$ cat config.mk
export PLATFORM = sky130hd
export DESIGN_NAME = oram_client
export DESIGN_NICKNAME = d
export VERILOG_FILES = /design/src/rtl/oram_client.sv
export SDC_FILE = /design/constraint.sdc
export NUM_CORES = 1
export LEC_CHECK = 0
export BUFFER_PORTS_ARGS = -buffer_cell sky130_fd_sc_hd__buf_4
export CORE_ASPECT_RATIO = 1.75
export CORE_MARGIN = 8
export CORE_UTILIZATION = 29
export CTS_CLUSTER_DIAMETER = 50
export DETAILED_ROUTE_END_ITERATION = 6
export PLACE_DENSITY = 0.56
export SETUP_SLACK_MARGIN = 0.15
export SLEW_MARGIN = 10
export SYNTH_ARGS = -nofsm -noshare
export SYNTH_HDL_FRONTEND = slang
export SYNTH_SLANG_ARGS = --single-unit
$ cat constraint.sdc
create_clock -name clk -period 7.9 [get_ports clk]
set_input_delay 0.395 -clock clk [delete_from_list [all_inputs] [get_ports clk]]
set_output_delay 0.395 -clock clk [all_outputs]
set_load 0.01 [all_outputs]
$ cat src/rtl/oram_client.sv
// oram_client: buffers host block read/write commands and issues them one at a time to the ORAM.
// Optional WAIT-state timeout is compiled in when ORAM_CLIENT_TIMEOUT_EN is defined.
module oram_client #(
    parameter int D          = 6,
    parameter int A          = 8,
    parameter int FIFO_DEPTH = 4,
    parameter int TIMEOUT    = 1023
) (
    input  logic           clk,
    input  logic           rst_n,
    input  logic           cmd_valid,
    output logic           cmd_ready,
    input  logic           cmd_rw,
    input  logic [D-1:0]   cmd_block,
    input  logic [8*A-1:0] cmd_wdata,
    output logic           rsp_valid,
    input  logic           rsp_ready,
    output logic [8*A-1:0] rsp_rdata,
    output logic           rsp_rw,
    output logic           rsp_err,
    output logic           busy,
    output logic [D-1:0]   rw_block_number,
    output logic [8*A-1:0] w_value,
    output logic           rw_indicator,
    output logic           input_ready,
    input  logic [8*A-1:0] r_value,
    input  logic           output_ready
);
    localparam int DW = 8 * A;
    localparam int PW = $clog2(FIFO_DEPTH);
    localparam int CW = PW + 1;

    if (FIFO_DEPTH < 2 || (FIFO_DEPTH & (FIFO_DEPTH - 1)) != 0 || TIMEOUT < 1) begin : g_param_check
        $error("oram_client: FIFO_DEPTH must be a power of two >= 2 and TIMEOUT >= 1");
    end

    typedef enum logic [1:0] {IDLE, WAIT, RESP} state_t;

    state_t          r_state;
    logic [PW-1:0]   r_wptr;
    logic [PW-1:0]   r_rptr;
    logic [CW-1:0]   r_count;
    logic            r_fifo_rw  [FIFO_DEPTH];
    logic [D-1:0]    r_fifo_blk [FIFO_DEPTH];
    logic [DW-1:0]   r_fifo_dat [FIFO_DEPTH];

    logic            w_push;
    logic            w_pop;
    logic [CW-1:0]   w_count_nxt;
    logic            w_nonempty_nxt;

`ifdef ORAM_CLIENT_TIMEOUT_EN
    localparam int TW = $clog2(TIMEOUT + 1);
    logic [TW-1:0]   r_tmo;
`endif

    assign w_push         = cmd_valid && cmd_ready;
    assign w_pop          = (r_state == IDLE) && (r_count != '0);
    assign w_count_nxt    = r_count + CW'(w_push) - CW'(w_pop);
    assign w_nonempty_nxt = (w_count_nxt != '0);

    // Storage needs no reset: only entries below r_count are ever read.
    always_ff @(posedge clk) begin
        if (w_push) begin
            r_fifo_rw[r_wptr]  <= cmd_rw;
            r_fifo_blk[r_wptr] <= cmd_block;
            r_fifo_dat[r_wptr] <= cmd_wdata;
        end
    end

    always_ff @(posedge clk or negedge rst_n) begin
        if (!rst_n) begin
            r_wptr    <= '0;
            r_rptr    <= '0;
            r_count   <= '0;
            cmd_ready <= 1'b0;
        end else begin
            if (w_push) r_wptr <= r_wptr + PW'(1);
            if (w_pop)  r_rptr <= r_rptr + PW'(1);
            r_count   <= w_count_nxt;
            cmd_ready <= (w_count_nxt != CW'(FIFO_DEPTH));
        end
    end

    always_ff @(posedge clk or negedge rst_n) begin
        if (!rst_n) begin
            r_state         <= IDLE;
            rsp_valid       <= 1'b0;
            rsp_rdata       <= '0;
            rsp_rw          <= 1'b0;
            rsp_err         <= 1'b0;
            busy            <= 1'b0;
            input_ready     <= 1'b0;
            rw_block_number <= '0;
            w_value         <= '0;
            rw_indicator    <= 1'b0;
`ifdef ORAM_CLIENT_TIMEOUT_EN
            r_tmo           <= '0;
`endif
        end else begin
            unique case (r_state)
                IDLE: begin
                    if (w_pop) begin
                        rw_block_number <= r_fifo_blk[r_rptr];
                        w_value         <= r_fifo_dat[r_rptr];
                        rw_indicator    <= r_fifo_rw[r_rptr];
                        input_ready     <= 1'b1;
`ifdef ORAM_CLIENT_TIMEOUT_EN
                        r_tmo           <= '0;
`endif
                        r_state         <= WAIT;
                        busy            <= 1'b1;
                    end else begin
                        busy <= w_nonempty_nxt;
                    end
                end
                WAIT: begin
                    input_ready <= 1'b0;
                    busy        <= 1'b1;
                    // A completion in the timeout cycle still counts as success.
                    if (output_ready) begin
                        rsp_rdata <= rw_indicator ? '0 : r_value;
                        rsp_rw    <= rw_indicator;
                        rsp_err   <= 1'b0;
                        rsp_valid <= 1'b1;
                        r_state   <= RESP;
                    end
`ifdef ORAM_CLIENT_TIMEOUT_EN
                    else if (r_tmo == TW'(TIMEOUT)) begin
                        rsp_rdata <= '0;
                        rsp_rw    <= rw_indicator;
                        rsp_err   <= 1'b1;
                        rsp_valid <= 1'b1;
                        r_state   <= RESP;
                    end else begin
                        r_tmo <= r_tmo + TW'(1);
                    end
`endif
                end
                RESP: begin
                    if (rsp_ready) begin
                        rsp_valid <= 1'b0;
                        r_state   <= IDLE;
                        busy      <= w_nonempty_nxt;
                    end else begin
                        busy <= 1'b1;
                    end
                end
                default: begin
                    r_state <= IDLE;
                end
            endcase
        end
    end

endmodule

Word-level counts from Yosys, hierarchy flattened
Memory sizes are Yosys's and may differ from the RTL's. A register that Yosys moved wholly into a read port is not among the register bits. Cells that the tools add are included.

Memories kept: 3. Register bits after elaboration: 78. Output and inout port bits: 141. Bits of input ports: 140. Memory bits (writable): 284.

Multiplexer cells: 15. Reductions and logical operators: 16. Equality and inequality tests: 6. $add $sub $neg: 4.

Memory list: r_fifo_dat (depth 4, bits a word 64, read ports 1, clocked after memory_dff 1, write ports 1, line 45) `logic [DW-1:0] r_fifo_dat [FIFO_DEPTH];`; r_fifo_blk (depth 4, bits a word 6, read ports 1, clocked after memory_dff 1, write ports 1, line 44) `logic [D-1:0] r_fifo_blk [FIFO_DEPTH];`; r_fifo_rw (depth 4, bits a word 1, read ports 1, clocked after memory_dff 1, write ports 1, line 43) `logic r_fifo_rw [FIFO_DEPTH];`.

Operators by type and width (number): $mux W64 (1); $reduce_bool A3 Y1 (3); $mux W1 (7); $mux W2 (3); $ne A2 B2 Y1 const B (3); $pmux W2 S3 (1); $reduce_and A2 Y1 (3); $reduce_and A3 Y1 (2); $add A2 B1 Y2 const B (2); $pmux W1 S2 (2); $reduce_bool A2 Y1 (2); $add A3 B1 Y3 (1); $logic_not A1 Y1 (3); $ne A3 B3 Y1 const B (1); $pmux W1 S3 (1); $sub A3 B1 Y3 (1); $eq A2 B1 Y1 const B (1); $eq A2 B2 Y1 const B (1); $logic_and A1 B1 Y1 (2); $logic_not A2 Y1 (1).

Longest topological paths before layout
Gate-level depths: netlist of the first run.

Depth after elaboration: 6. Gate-level depth with buffers: 13. Mapped depth without buffers: 12.

Worst setup path before layout of the first run
OpenSTA, ideal clock, no wires.

Path type: register -> register. Start point: register r_count[1]. End point: register busy. Period minus slack after synthesis: 2.910 ns. Arrival: 2.786 ns. Stages on the path, launching flop included: 13. Slack: 4.990 ns. Path buffers: 1. Required time: 7.776 ns. Cells stage by stage: dfrtp_1 nor3_1 nand2b_1 inv_1 clkbuf_1 ha_1 inv_1 ha_1 fa_1 xnor3_2 o31ai_2 a22oi_1 o31a_1.

Cells in the longest elaborated chain, start to end: 6. Elaborated cells on any way between the ends: 8. Those cells by class: add/sub (2); mux (3); reduce/logical (3).

Ends and longest elaborated chain: start, declared (line 42) `logic [CW-1:0] r_count;`; start signal, assigned (line 80) `r_count <= w_count_nxt;`; $reduce_bool A3 Y1 * (line 58) `assign w_pop = (r_state == IDLE) && (r_count != '0);`; $logic_and A1 B1 Y1 * (line 58); named net w_pop (line 48) `logic w_pop;`; $sub A3 B1 Y3 * (line 59) `assign w_count_nxt = r_count + CW'(w_push) - CW'(w_pop);`; named net w_count_nxt[2] (line 49) `logic [CW-1:0] w_count_nxt;`; $reduce_bool A3 Y1 * (line 60) `assign w_nonempty_nxt = (w_count_nxt != '0);`; $mux W1, on equally long branches (line 141, 103); $pmux W1 S3 * (line 101) `unique case (r_state)`; end signal, assigned (line 114) `busy <= w_nonempty_nxt;`; end signal, assigned (line 144) `busy <= w_nonempty_nxt;`; end, declared (line 21) `output logic busy,`.

The timed path passes the listed nets; every way through them passes the cells marked *. A chain may end at the register's enable or synchronous reset.

Final worst setup path of the first run
Start point: register r_count[1]. End point: register busy.

Cells in the longest elaborated chain, start to end: 6. Elaborated cells on any way between the ends: 8. Those cells by class: add/sub (2); mux (3); reduce/logical (3).

Ends and longest elaborated chain (line): branches (longest 2 deep; another with $add A3 B1 Y3); $sub A3 B1 Y3 * (59); named net w_count_nxt[2] (49); $reduce_bool A3 Y1 * (60); $mux W1, on equally long branches (141, 103); $pmux W1 S3 * (101).

Mark *: on every way through the listed nets, which the timed path passes.

==> results.yml, run 1 <==
route:
  drt_wl_total_um: 40500
  detail_route.iter0.violations: 343
  vias_per_cell: 4.46
  dr_wl_met3_um: 2340
  post-route-drc-count: 0
  detailedRoute.firstPassIterationCount: 4
  via_count: 9419
  final_antenna_net_count: 0
  post_drt_wl_per_cell_um: 19.2
  highest_layer: "met4"
  met2RoutedLength_um: 21000
  met1_length_um: 15900
timing:
  period_needed_ps: 4380
  maxClockFrequency_mhz: 228
  final.setup_skew_ps: 12.3
  timing.final.setup_violations: 0
  report.final.slew_viol_count: 0
  timing.final.hold_violations: 0
  totalNegativeSetupSlack_ps: 0
  tightest_slew_ps: 1090
  final_critical_path_share_of_the_clock_period_pct: 55.5
  timing.slew.headroom_pct: 27.5
  grt_setup_unrepaired: "no"
floorplan:
  fp.dieArea_sq_um: 64400
  die_height_um: 330
  initial_core_util_pct: 29.1
  fp.dieW_um: 195
  area_of_the_core_sq_um: 56000
  top_level_ports: 281
  num_rows: 115
status:
  status: "finished clean"
flow_run:
  maxCapViolations: 0
power:
  ir_drop_uv: 234
  leakage_power_total_nw: 8.65
  pwr_density_cell_nw_per_um2: 399
critical_path:
  cpMaxStageDelayCell: "sky130_fd_sc_hd__nand2b_4"
  regToRegEndpoint: "busy"
  critical_path.n_buffers_inverters: 3
  reg2reg_slack_ps: 3520
  timing.reg2reg.worst_path_depth: 12
  crit_arrival_ps: 4830
  cp_top_family: "simple AND/OR/NAND/NOR gates"
  setup.worst_path.class: "flip-flop to flip-flop"
  worst_setup_start_kind: "flip-flop"
  worst_ep_required_time_ps: 8350
  setup.worst_path.start: "r_count[1]"
  timing.critical_path.mode_cell: "sky130_fd_sc_hd__ha_1"
  cp_cell_sequence: "nor3_1 -> nand2b_4 -> inv_2 -> buf_4 -> ha_1 -> inv_1 -> ha_1 -> fa_1 -> xnor3_2 -> o31ai_2 -> a22oi_1 -> o31a_1"
  max_stage_delay_ps: 910
  setup.worst_path.end: "busy"
  critical_path.reg2reg.startpoint: "r_count[1]"
  worst-path-max-fanout: 74
  critical_path_end_type: "flip-flop"
  worst-path-stages: 12
final_layout:
  register_area_sq_um: 12300
  finalNetCount: 1521
  synthToLayoutAreaGrowth_pct: 31.7
  layout-drive-gt1-share_pct: 32.0
  final_common_cell: "sky130_fd_sc_hd__buf_4"
  filler_cell_count: 5215
  multi_input_area_sq_um: 3790
  layout.cells.most_common_list: "sky130_fd_sc_hd__buf_4 (289), sky130_fd_sc_hd__edfxtp_1 (284), sky130_fd_sc_hd__nand2_1 (282)"
  finalNonFillerCells: 2110
synth:
  distinct_cell_type_count_after_synthesis: 30
  synth_nets: 1171
  synth_register_bits: 433
  synth.avg_cell_area_sq_um: 16.0
  ys_async_sr_fraction_pct: 34.4
  synth-seq-area-share_pct: 75.2
  yosys-top-cells-area: "sky130_fd_sc_hd__edfxtp_1 (52%), sky130_fd_sc_hd__dfrtp_1 (23%), sky130_fd_sc_hd__mux4_2 (9.8%)"
  synth_top_area_share_pct: 52.3
  prevailing_post_synth_register_cell: "sky130_fd_sc_hd__edfxtp_1"
  yosys_warnings: 0
  synth_top_area_cell: "sky130_fd_sc_hd__edfxtp_1"
  syn_inst: 1020
  synth_area_sq_um: 16300
  edff_count_synth: 284
clock_network:
  cts.clk_slew.worst_paths_ps: 60
  cts_htree_levels: 2
  cts_sinks: 433
  ctsLongestPathBuffers: 3
  tritoncts: "yes"
  tritoncts_buffers: 46
  clk_latency_ps: 570
  clk_root_buffer_cell: "sky130_fd_sc_hd__clkbuf_16"
  cts_resized: 0
placed_design:
  finalWeightedCongestion: 0.733
  hpwl_um: 25100
  numPortBuffers: 279
  placedCellCount: 1958
global_routing:
  first_global_vias: 10200
  antenna_found_initial: 1
  grt.total_usage_pct: 12.5
  globalRoute.totalOverflow: 0
  grt_first_pass_wirelength_um: 62100
  grt_start_max_net_pins: 102
min_path:
  timing.hold.worst.class: "primary input to flip-flop"
==> cells by family after synthesis <==
| logic type | after synthesis | synth area share [%] |
|---|---|---|
| DFF | 433 | 75.2 |
| and+or+nand+nor | 359 | 9.39 |
| AOI/OAI and AO/OA | 74 | 2.42 |
| muxes | 74 | 10.0 |
| buffers and inverters | 64 | 1.78 |
| adders and majority gates | 11 | 0.890 |
| xor gates and xnor gates | 4 | 0.307 |
| other | 1 | 0.0230 |
==> layer usage <==
metal  global-route usage (%)  up-vias
met1                     14.0     4703
met3                     2.93       66
met5                        0        -
met2                     22.6      289
met4                     4.89        0
li1                         -     4361
==> worst min-delay path by stage <==
stage                                    to  slack (ps)  depth (start not counted)     startpoint
after CTS                 r_fifo_dat[3][14]         0.1                          1  cmd_wdata[14]
after detailed placement        w_value[38]         420                          1          rst_n
after global placement          w_value[37]         420                          1          rst_n
after global routing      r_fifo_dat[2][28]          10                          1  cmd_wdata[28]
final                     r_fifo_dat[0][14]          40                          1  cmd_wdata[14]
after floorplan                        busy         100                          0          rst_n
==> cell type report <==
| type | count | area share, % |
|---|---|---|
| multi-input combinational | 523 | 17.7 |
| timing repair buffer | 356 | 13.2 |
| clock buffer | 54 | 5.89 |
| sequential | 433 | 57.1 |
| antenna | 1 | 0.0117 |
| clock inverter | 31 | 1.78 |
| inverter | 10 | 0.175 |
| tap | 702 | 4.09 |
==> cells in the mapped netlist, types with 2 or more instances <==
cell	instances
sky130_fd_sc_hd__o21ai_0	65
sky130_fd_sc_hd__inv_1	10
sky130_fd_sc_hd__edfxtp_1	284
sky130_fd_sc_hd__a21oi_1	2
sky130_fd_sc_hd__and3_1	4
sky130_fd_sc_hd__mux2_2	2
sky130_fd_sc_hd__nor2_1	2
sky130_fd_sc_hd__dfrtp_1	149
sky130_fd_sc_hd__buf_1	4
sky130_fd_sc_hd__clkbuf_1	26
sky130_fd_sc_hd__ha_1	10
sky130_fd_sc_hd__mux4_2	71
sky130_fd_sc_hd__buf_2	16
sky130_fd_sc_hd__nand2_1	283
sky130_fd_sc_hd__xnor2_1	3
sky130_fd_sc_hd__nor3_1	2
sky130_fd_sc_hd__nand2b_1	67
sky130_fd_sc_hd__buf_4	8
==> through the flow <==
stage	utilization, %	worst slack (ps)	cell area (sq um)	hold WS [ps]	total power, mW
2_1_floorplan	-	4990	16300	99.4	5.11
3_3_place_gp	34.2	3470	19200	418	6.31
3_5_place_dp	34.2	3440	19200	421	6.38
4_1_cts	38.3	3440	21500	0.114	8.76
5_1_grt	38.3	3210	21500	10.4	9.10
6_report	38.3	3520	21500	43.5	8.55
==> flip-flops by register name, summed over array words and instances (netlist names) <==
register / flops
r_fifo_blk: 24
r_rptr: 2
r_count: 3
w_value: 64
rsp_valid: 1
input_ready: 1
r_fifo_dat: 256
busy: 1
r_wptr: 2
rsp_rdata: 64
rw_block_number: 6
cmd_ready: 1
r_fifo_rw: 4
rsp_rw: 1
r_state: 2
rw_indicator: 1
==> timing repair <==
| item | in CTS | in global routing |
|---|---|---|
| hold buffers | 66 | 0 |
| endpoints found under the setup margin | 0 | 0 |
| setup buffers | 0 | 0 |
| endpoints found under the hold margin | 290 | 0 |
==> power by group <==
part	switching, mW	internal (mW)	total [mW]
Clock	0.923	1.39	2.31
Combinational	1.49	1.26	2.75
Sequential	0.367	3.13	3.49
(Power assumes the default switching activity.)
==> run 2, diff against run 1 <==
Clock period 7.9 ns to 4.6 ns, I/O delays scaled along.
==> results.yml, run 2 (synthesis gave the netlist of run 1 again) <==
global_routing:
  grt_first_pass_wirelength_um: 64200
  globalRoute.totalOverflow: 0
  first_global_vias: 10800
  grt_start_max_net_pins: 85
  antenna_found_initial: 2
  grt.total_usage_pct: 12.8
clock_network:
  tritoncts: "yes"
  cts_sinks: 433
  cts_htree_levels: 2
  ctsLongestPathBuffers: 3
  tritoncts_buffers: 46
  clk_latency_ps: 560
  post-cts-setup-buffers: 0
  clk_root_buffer_cell: "sky130_fd_sc_hd__clkbuf_16"
  cts.clk_slew.worst_paths_ps: 60
power:
  power.share.clock_pct: 25.8
  switching_share_pct: 32.9
  ir_drop_uv: 415
  p_int_mw: 9.78
  leakage_power_total_nw: 8.91
  power_share_of_the_combinational_group_pct: 32.4
  total_switching_power_mw: 4.79
  p_seq_share_pct: 41.8
  pwr_density_cell_nw_per_um2: 659
  sum_of_internal_switching_and_leakage_power_mw: 14.6
timing:
  grt_setup_unrepaired: "no"
  minimum_hold_slack_ps: 51.0
  maxClockFrequency_mhz: 331
  timing.final.hold_violations: 0
  timing.final.setup_violations: 0
  final.setup_skew_ps: 13.9
  report.final.slew_viol_count: 0
  totalNegativeSetupSlack_ps: 0
  timing.slew.headroom_pct: 30.6
  tightest_slew_ps: 1040
  period_needed_ps: 3020
  final_critical_path_share_of_the_clock_period_pct: 65.7
critical_path:
  worst-path-max-fanout: 4
  critical_path.reg2reg.startpoint: "r_count[1]"
  timing.reg2reg.worst_path_depth: 11
  worst_ep_required_time_ps: 5040
  cp_cell_sequence: "nor3_1 -> nand2b_4 -> inv_2 -> ha_1 -> inv_1 -> ha_1 -> fa_1 -> xnor3_2 -> o31ai_2 -> a22oi_1 -> o31a_1"
  worst_setup_start_kind: "flip-flop"
  cpMaxStageDelayCell: "sky130_fd_sc_hd__xnor3_2"
  crit_arrival_ps: 3460
  regToRegEndpoint: "busy"
  max_stage_delay_ps: 430
  setup.worst_path.class: "flip-flop to flip-flop"
  critical_path_end_type: "flip-flop"
  reg2reg_slack_ps: 1580
  timing.critical_path.mode_cell: "sky130_fd_sc_hd__ha_1"
final_layout:
  largest_register_ffs: 256
  synthToLayoutAreaGrowth_pct: 35.6
  largest_registers_in_the_final_layout: "r_fifo_dat: 256 flops, rsp_rdata: 64 flops, w_value: 64 flops"
  final_common_cell: "sky130_fd_sc_hd__buf_4"
  registers.top_by_ff_count: "r_fifo_dat"
  layout-drive-gt1-share_pct: 30.0
  filler_cell_count: 5160
  final_area_sq_um: 22100
  finalNetCount: 1596
  layout.cells.most_common_list: "sky130_fd_sc_hd__buf_4 (291), sky130_fd_sc_hd__edfxtp_1 (284), sky130_fd_sc_hd__nand2_1 (282)"
placed_design:
  hpwl_um: 25100
  cell_area_placed_sq_um: 19200
  finalWeightedCongestion: 0.741
  numPortBuffers: 279
floorplan:
  fp.dieW_um: 195
  initial_core_util_pct: 29.1
  die_height_um: 330
  num_rows: 115
  area_of_the_core_sq_um: 56000
  top_level_ports: 281
  fp.dieArea_sq_um: 64400
min_path:
  worstHoldStart: "cmd_valid"
  hold_end: "r_wptr[0]"
  hold_path_depth: 3
  timing.hold.worst.class: "primary input to flip-flop"
route:
  detailedRoute.firstPassIterationCount: 5
  via_count: 9648
  vias_per_cell: 4.42
  detail_route.iter0.violations: 327
  final_antenna_net_count: 0
  post_drt_wl_per_cell_um: 18.7
  drt_wl_total_um: 40900
  post-route-drc-count: 0
flow_run:
  maxCapViolations: 0
status:
  status: "finished clean"
run 2: layout make-up:
type | instances | area (sq um) | share of cell area (%)
Multi-Input combinational cell | 523 | 3790 | 17.1
Timing Repair Buffer | 431 | 3600 | 16.3
Clock inverter | 19 | 253 | 1.14
Antenna cell | 2 | 5.00 | 0.0226
Clock buffer | 65 | 1270 | 5.76
Tap cell | 702 | 878 | 3.97
Inverter | 10 | 37.5 | 0.170
Sequential cell | 433 | 12300 | 55.5
run 2: worst max-delay path: cells and delay by family, from the launching register on:
| family | cells | cell delay, ps |
|---|---|---|
| XOR/XNOR | 1 | 430 |
| flip-flops | 1 | 400 |
| buffers and inverters | 2 | 80 |
| AND/OR/NAND/NOR | 2 | 610 |
| adder cells (fa/ha/maj) | 3 | 840 |
| AO/OA/AOI/OAI | 3 | 540 |
run 2: how the worst max path moves through the flow:
stage / from / endpoint / slack, ps / cells after the start
2_1_floorplan: r_count[1] / busy / 1690 / 12
3_3_place_gp: r_count[1] / busy / 1690 / 11
3_5_place_dp: r_count[1] / busy / 1610 / 11
4_1_cts: r_count[1] / busy / 1600 / 11
5_1_grt: r_count[1] / busy / 1480 / 11
6_report: r_count[1] / busy / 1580 / 11
run 2: per-layer routing:
layer / share of wire (%) / global-route usage [%]
met1: 39 / 14.3
met2: 52 / 23.4
met4: 2.5 / 4.21
met5: 0 / 0
met3: 6.2 / 3.21
run 2: timing repair:
action,CTS,global route
hold endpoints to repair,432,0
resized for setup,0,0
hold buffers,138,0
run 2: per-stage QoR:
step	cells	utilization [%]	worst slack, ps
floorplan	1020	-	1690
global placement	1961	34.3	1690
detailed placement	1961	34.3	1610
CTS	2183	39.5	1600
global route	2183	39.5	1480
finish	2185	39.5	1580
run 2: power groups by stage:
stage | Clock (mW) | Sequential (mW) | Combinational (mW)
2_1_floorplan | 0 | 6.13 | 2.66
3_3_place_gp | 0 | 6.15 | 4.73
3_5_place_dp | 0 | 6.21 | 4.78
4_1_cts | 3.90 | 6.13 | 4.89
5_1_grt | 4.01 | 6.24 | 5.30
6_report | 3.75 | 6.09 | 4.73
==> run 3, diff against run 2 <==
Settings changed: ABC_AREA from default to 1.
Clock period 4.6 ns to 2.9 ns, I/O delays scaled along.
==> results.yml, run 3 <==
status:
  status: "finished clean"
placed_design:
  placedCellCount: 2150
  finalWeightedCongestion: 0.771
  hpwl_um: 26400
  dp_slack_ps: 584
  numPortBuffers: 279
final_layout:
  synthToLayoutAreaGrowth_pct: 36.2
  layout.cells.most_common_list: "sky130_fd_sc_hd__nor2_1 (362), sky130_fd_sc_hd__buf_4 (291), sky130_fd_sc_hd__edfxtp_1 (284)"
  layout-drive-gt1-share_pct: 23.1
  largest_registers_in_the_final_layout: "r_fifo_dat: 256 flops, rsp_rdata: 64 flops, w_value: 64 flops"
  multi_input_area_sq_um: 3460
  finalNetCount: 1791
  final_common_cell: "sky130_fd_sc_hd__nor2_1"
  finalNonFillerCells: 2375
  register_area_sq_um: 12300
  registers.top_by_ff_count: "r_fifo_dat"
  largest_register_ffs: 256
  filler_cell_count: 5050
critical_path:
  setup.worst_path.class: "flip-flop to flip-flop"
  critical_path.n_buffers_inverters: 3
  worst-path-max-fanout: 3
  cpMaxStageDelayCell: "sky130_fd_sc_hd__fa_1"
  cp_top_family: "adder cells"
  worst_setup_start_kind: "flip-flop"
  worst_ep_required_time_ps: 3360
  timing.critical_path.mode_cell: "sky130_fd_sc_hd__ha_1"
  crit_arrival_ps: 2790
  critical_path_end_type: "flip-flop"
  cp_cell_sequence: "inv_1 -> ha_1 -> nand2_2 -> inv_4 -> ha_1 -> inv_1 -> ha_1 -> fa_1 -> nor2_1 -> nand3_1 -> nand2_1 -> a21oi_1"
  max_stage_delay_ps: 490
synth:
  synth_compound_area_share_pct: 10.9
  synth.avg_cell_area_sq_um: 13.2
  synth_adder_area_share_pct: 0.897
  synth_register_bits: 433
  synth-seq-area-share_pct: 75.7
  distinct_cell_type_count_after_synthesis: 24
  synth_top_area_cell: "sky130_fd_sc_hd__edfxtp_1"
  synth_nets: 1377
  ys_top_cells_by_count: "sky130_fd_sc_hd__nor2_1 (366), sky130_fd_sc_hd__edfxtp_1 (284), sky130_fd_sc_hd__dfrtp_1 (149), sky130_fd_sc_hd__o21ai_0 (149), sky130_fd_sc_hd__a31oi_1 (70)"
  multiplexer_area_fraction_after_synthesis_pct: 0
  yosysMostFrequentCell: "sky130_fd_sc_hd__nor2_1"
  yosys_warnings: 0
  prevailing_post_synth_register_cell: "sky130_fd_sc_hd__edfxtp_1"
  synth_area_sq_um: 16200
  synth_top_area_share_pct: 52.7
  yosys-top-cells-area: "sky130_fd_sc_hd__edfxtp_1 (53%), sky130_fd_sc_hd__dfrtp_1 (23%), sky130_fd_sc_hd__nor2_1 (8.5%)"
  synth_area_in_simple_gates_pct: 9.31
  ys_async_sr_fraction_pct: 34.4
  synth-xor-area-share_pct: 0.108
  syn_inst: 1226
  main_combinational_cell_family_by_area_after_synthesis: "compound AO/OA/AOI/OAI gates"
  edff_count_synth: 284
timing:
  final_critical_path_share_of_the_clock_period_pct: 80.5
  worst_slack_ps: 567
  report.final.slew_viol_count: 0
  timing.slew.headroom_pct: 49.8
  period_needed_ps: 2330
  maxClockFrequency_mhz: 429
  totalNegativeSetupSlack_ps: 0
  grt_setup_unrepaired: "no"
  minimum_hold_slack_ps: 91.5
  tightest_slew_ps: 752
  final.setup_skew_ps: 26.3
  timing.final.hold_violations: 0
  timing.final.setup_violations: 0
floorplan:
  num_rows: 114
  area_of_the_core_sq_um: 55200
  initial_core_util_pct: 29.3
  fp.dieW_um: 195
  fp.dieArea_sq_um: 63900
  die_height_um: 328
  top_level_ports: 281
global_routing:
  grt_use_met2_pct: 25.5
  antenna_found_initial: 4
  first_global_vias: 11400
  globalRoute.totalOverflow: 0
  grt.total_usage_pct: 13.7
  grt_use_met3_pct: 2.73
  grt_util_met1_pct: 15.1
  global_route_hottest_layer: "met2"
  grt_start_max_net_pins: 145
  grt_first_pass_wirelength_um: 68300
route:
  drt_wl_total_um: 44500
  post-route-drc-count: 0
  final_antenna_net_count: 0
  vias_per_cell: 4.60
  detail_route.iter0.violations: 495
  detailedRoute.firstPassIterationCount: 6
  post_drt_wl_per_cell_um: 18.7
  via_count: 10900
clock_network:
  tritoncts_buffers: 47
  ctsLongestPathBuffers: 3
  clk_latency_ps: 570
  cts_resized: 0
  cts_htree_levels: 2
  post-cts-setup-buffers: 0
  cts_sinks: 433
  clk_root_buffer_cell: "sky130_fd_sc_hd__clkbuf_16"
  tritoncts: "yes"
  cts.clk_slew.worst_paths_ps: 60
  cts.hold.buffers_added: 137
min_path:
  timing.hold.worst.class: "primary input to flip-flop"
power:
  sum_of_internal_switching_and_leakage_power_mw: 23.4
  ir_drop_uv: 770
  leakage_power_total_nw: 8.60
  pwr_density_cell_nw_per_um2: 1060
flow_run:
  maxCapViolations: 0
==> run 3: cell types whose count changed in the layout (fill, tap and decap cells not counted), sizes merged, moves of 4 or more <==
cell	before	now
a22o	1	64
a31oi	0	70
and3	4	0
buf	293	303
clkinv	6	12
inv	18	28
mux4	71	0
nand2	283	24
nand2b	67	0
nor2	2	368
o21ai	66	149
==> run 3: cell type report <==
class / instances / share of cell area, %
Clock inverter: 22 / 1.19
Antenna cell: 3 / 0.0341
Multi-Input combinational cell: 696 / 15.7
Clock buffer: 63 / 5.84
Timing Repair Buffer: 440 / 17.2
Sequential cell: 433 / 55.7
Tap cell: 696 / 3.95
Inverter: 22 / 0.398
==> run 3: logic make-up after synthesis <==
family | Yosys count
flip-flops | 433
AO/OA/AOI/OAI | 286
buffers and inverters | 97
adder cells (fa/ha/maj) | 11
AND/OR/NAND/NOR | 396
other | 1
XOR/XNOR | 2
==> run 3: report_power, final <==
| part | internal (mW) | switching [mW] | total (mW) |
|---|---|---|---|
| clock | 3.44 | 2.46 | 5.90 |
| sequential | 8.50 | 0.909 | 9.41 |
| combinational | 3.30 | 4.80 | 8.10 |
| total | 15.2 | 8.16 | 23.4 |
==> run 3: worst register-to-register path: cells and delay by family (launching register included) <==
kind | cells | cell delay (ps)
compound gates | 1 | 50
fa+ha+maj | 4 | 1170
buf+inv | 3 | 180
flops | 1 | 390
simple gates | 4 | 430
==> run 3: worst paths after layout <==
| kind | start | to | slack [ps] | cells after the start |
|---|---|---|---|---|
| setup / recovery | r_state[0] | busy | 570 | 12 |
| hold / removal | rsp_ready | busy | 90 | 8 |
| setup reg to reg | r_state[0] | busy | 570 | 12 |
| hold reg to reg | rsp_valid | rsp_valid | 500 | 2 |
| max in group asynchronous | rst_n | rsp_rdata[23] | 1830 | 3 |
| min in group asynchronous | rst_n | w_value[32] | 130 | 2 |
==> run 3: through the flow <==
step	instance area (sq um)	utilization, %
after global placement	19100	34.6
after global routing	22000	39.9
after CTS	22000	39.9
after floorplan	16200	-
final	22000	39.9
after detailed placement	19100	34.6
==> run 3: routing by layer <==
metal / vias to the layer above / part of all wire, %
met2: 306 / 52
met5: - / 0.029
met4: 2 / 3.2
li1: 5191 / -
met1: 5350 / 39
met3: 84 / 5.2
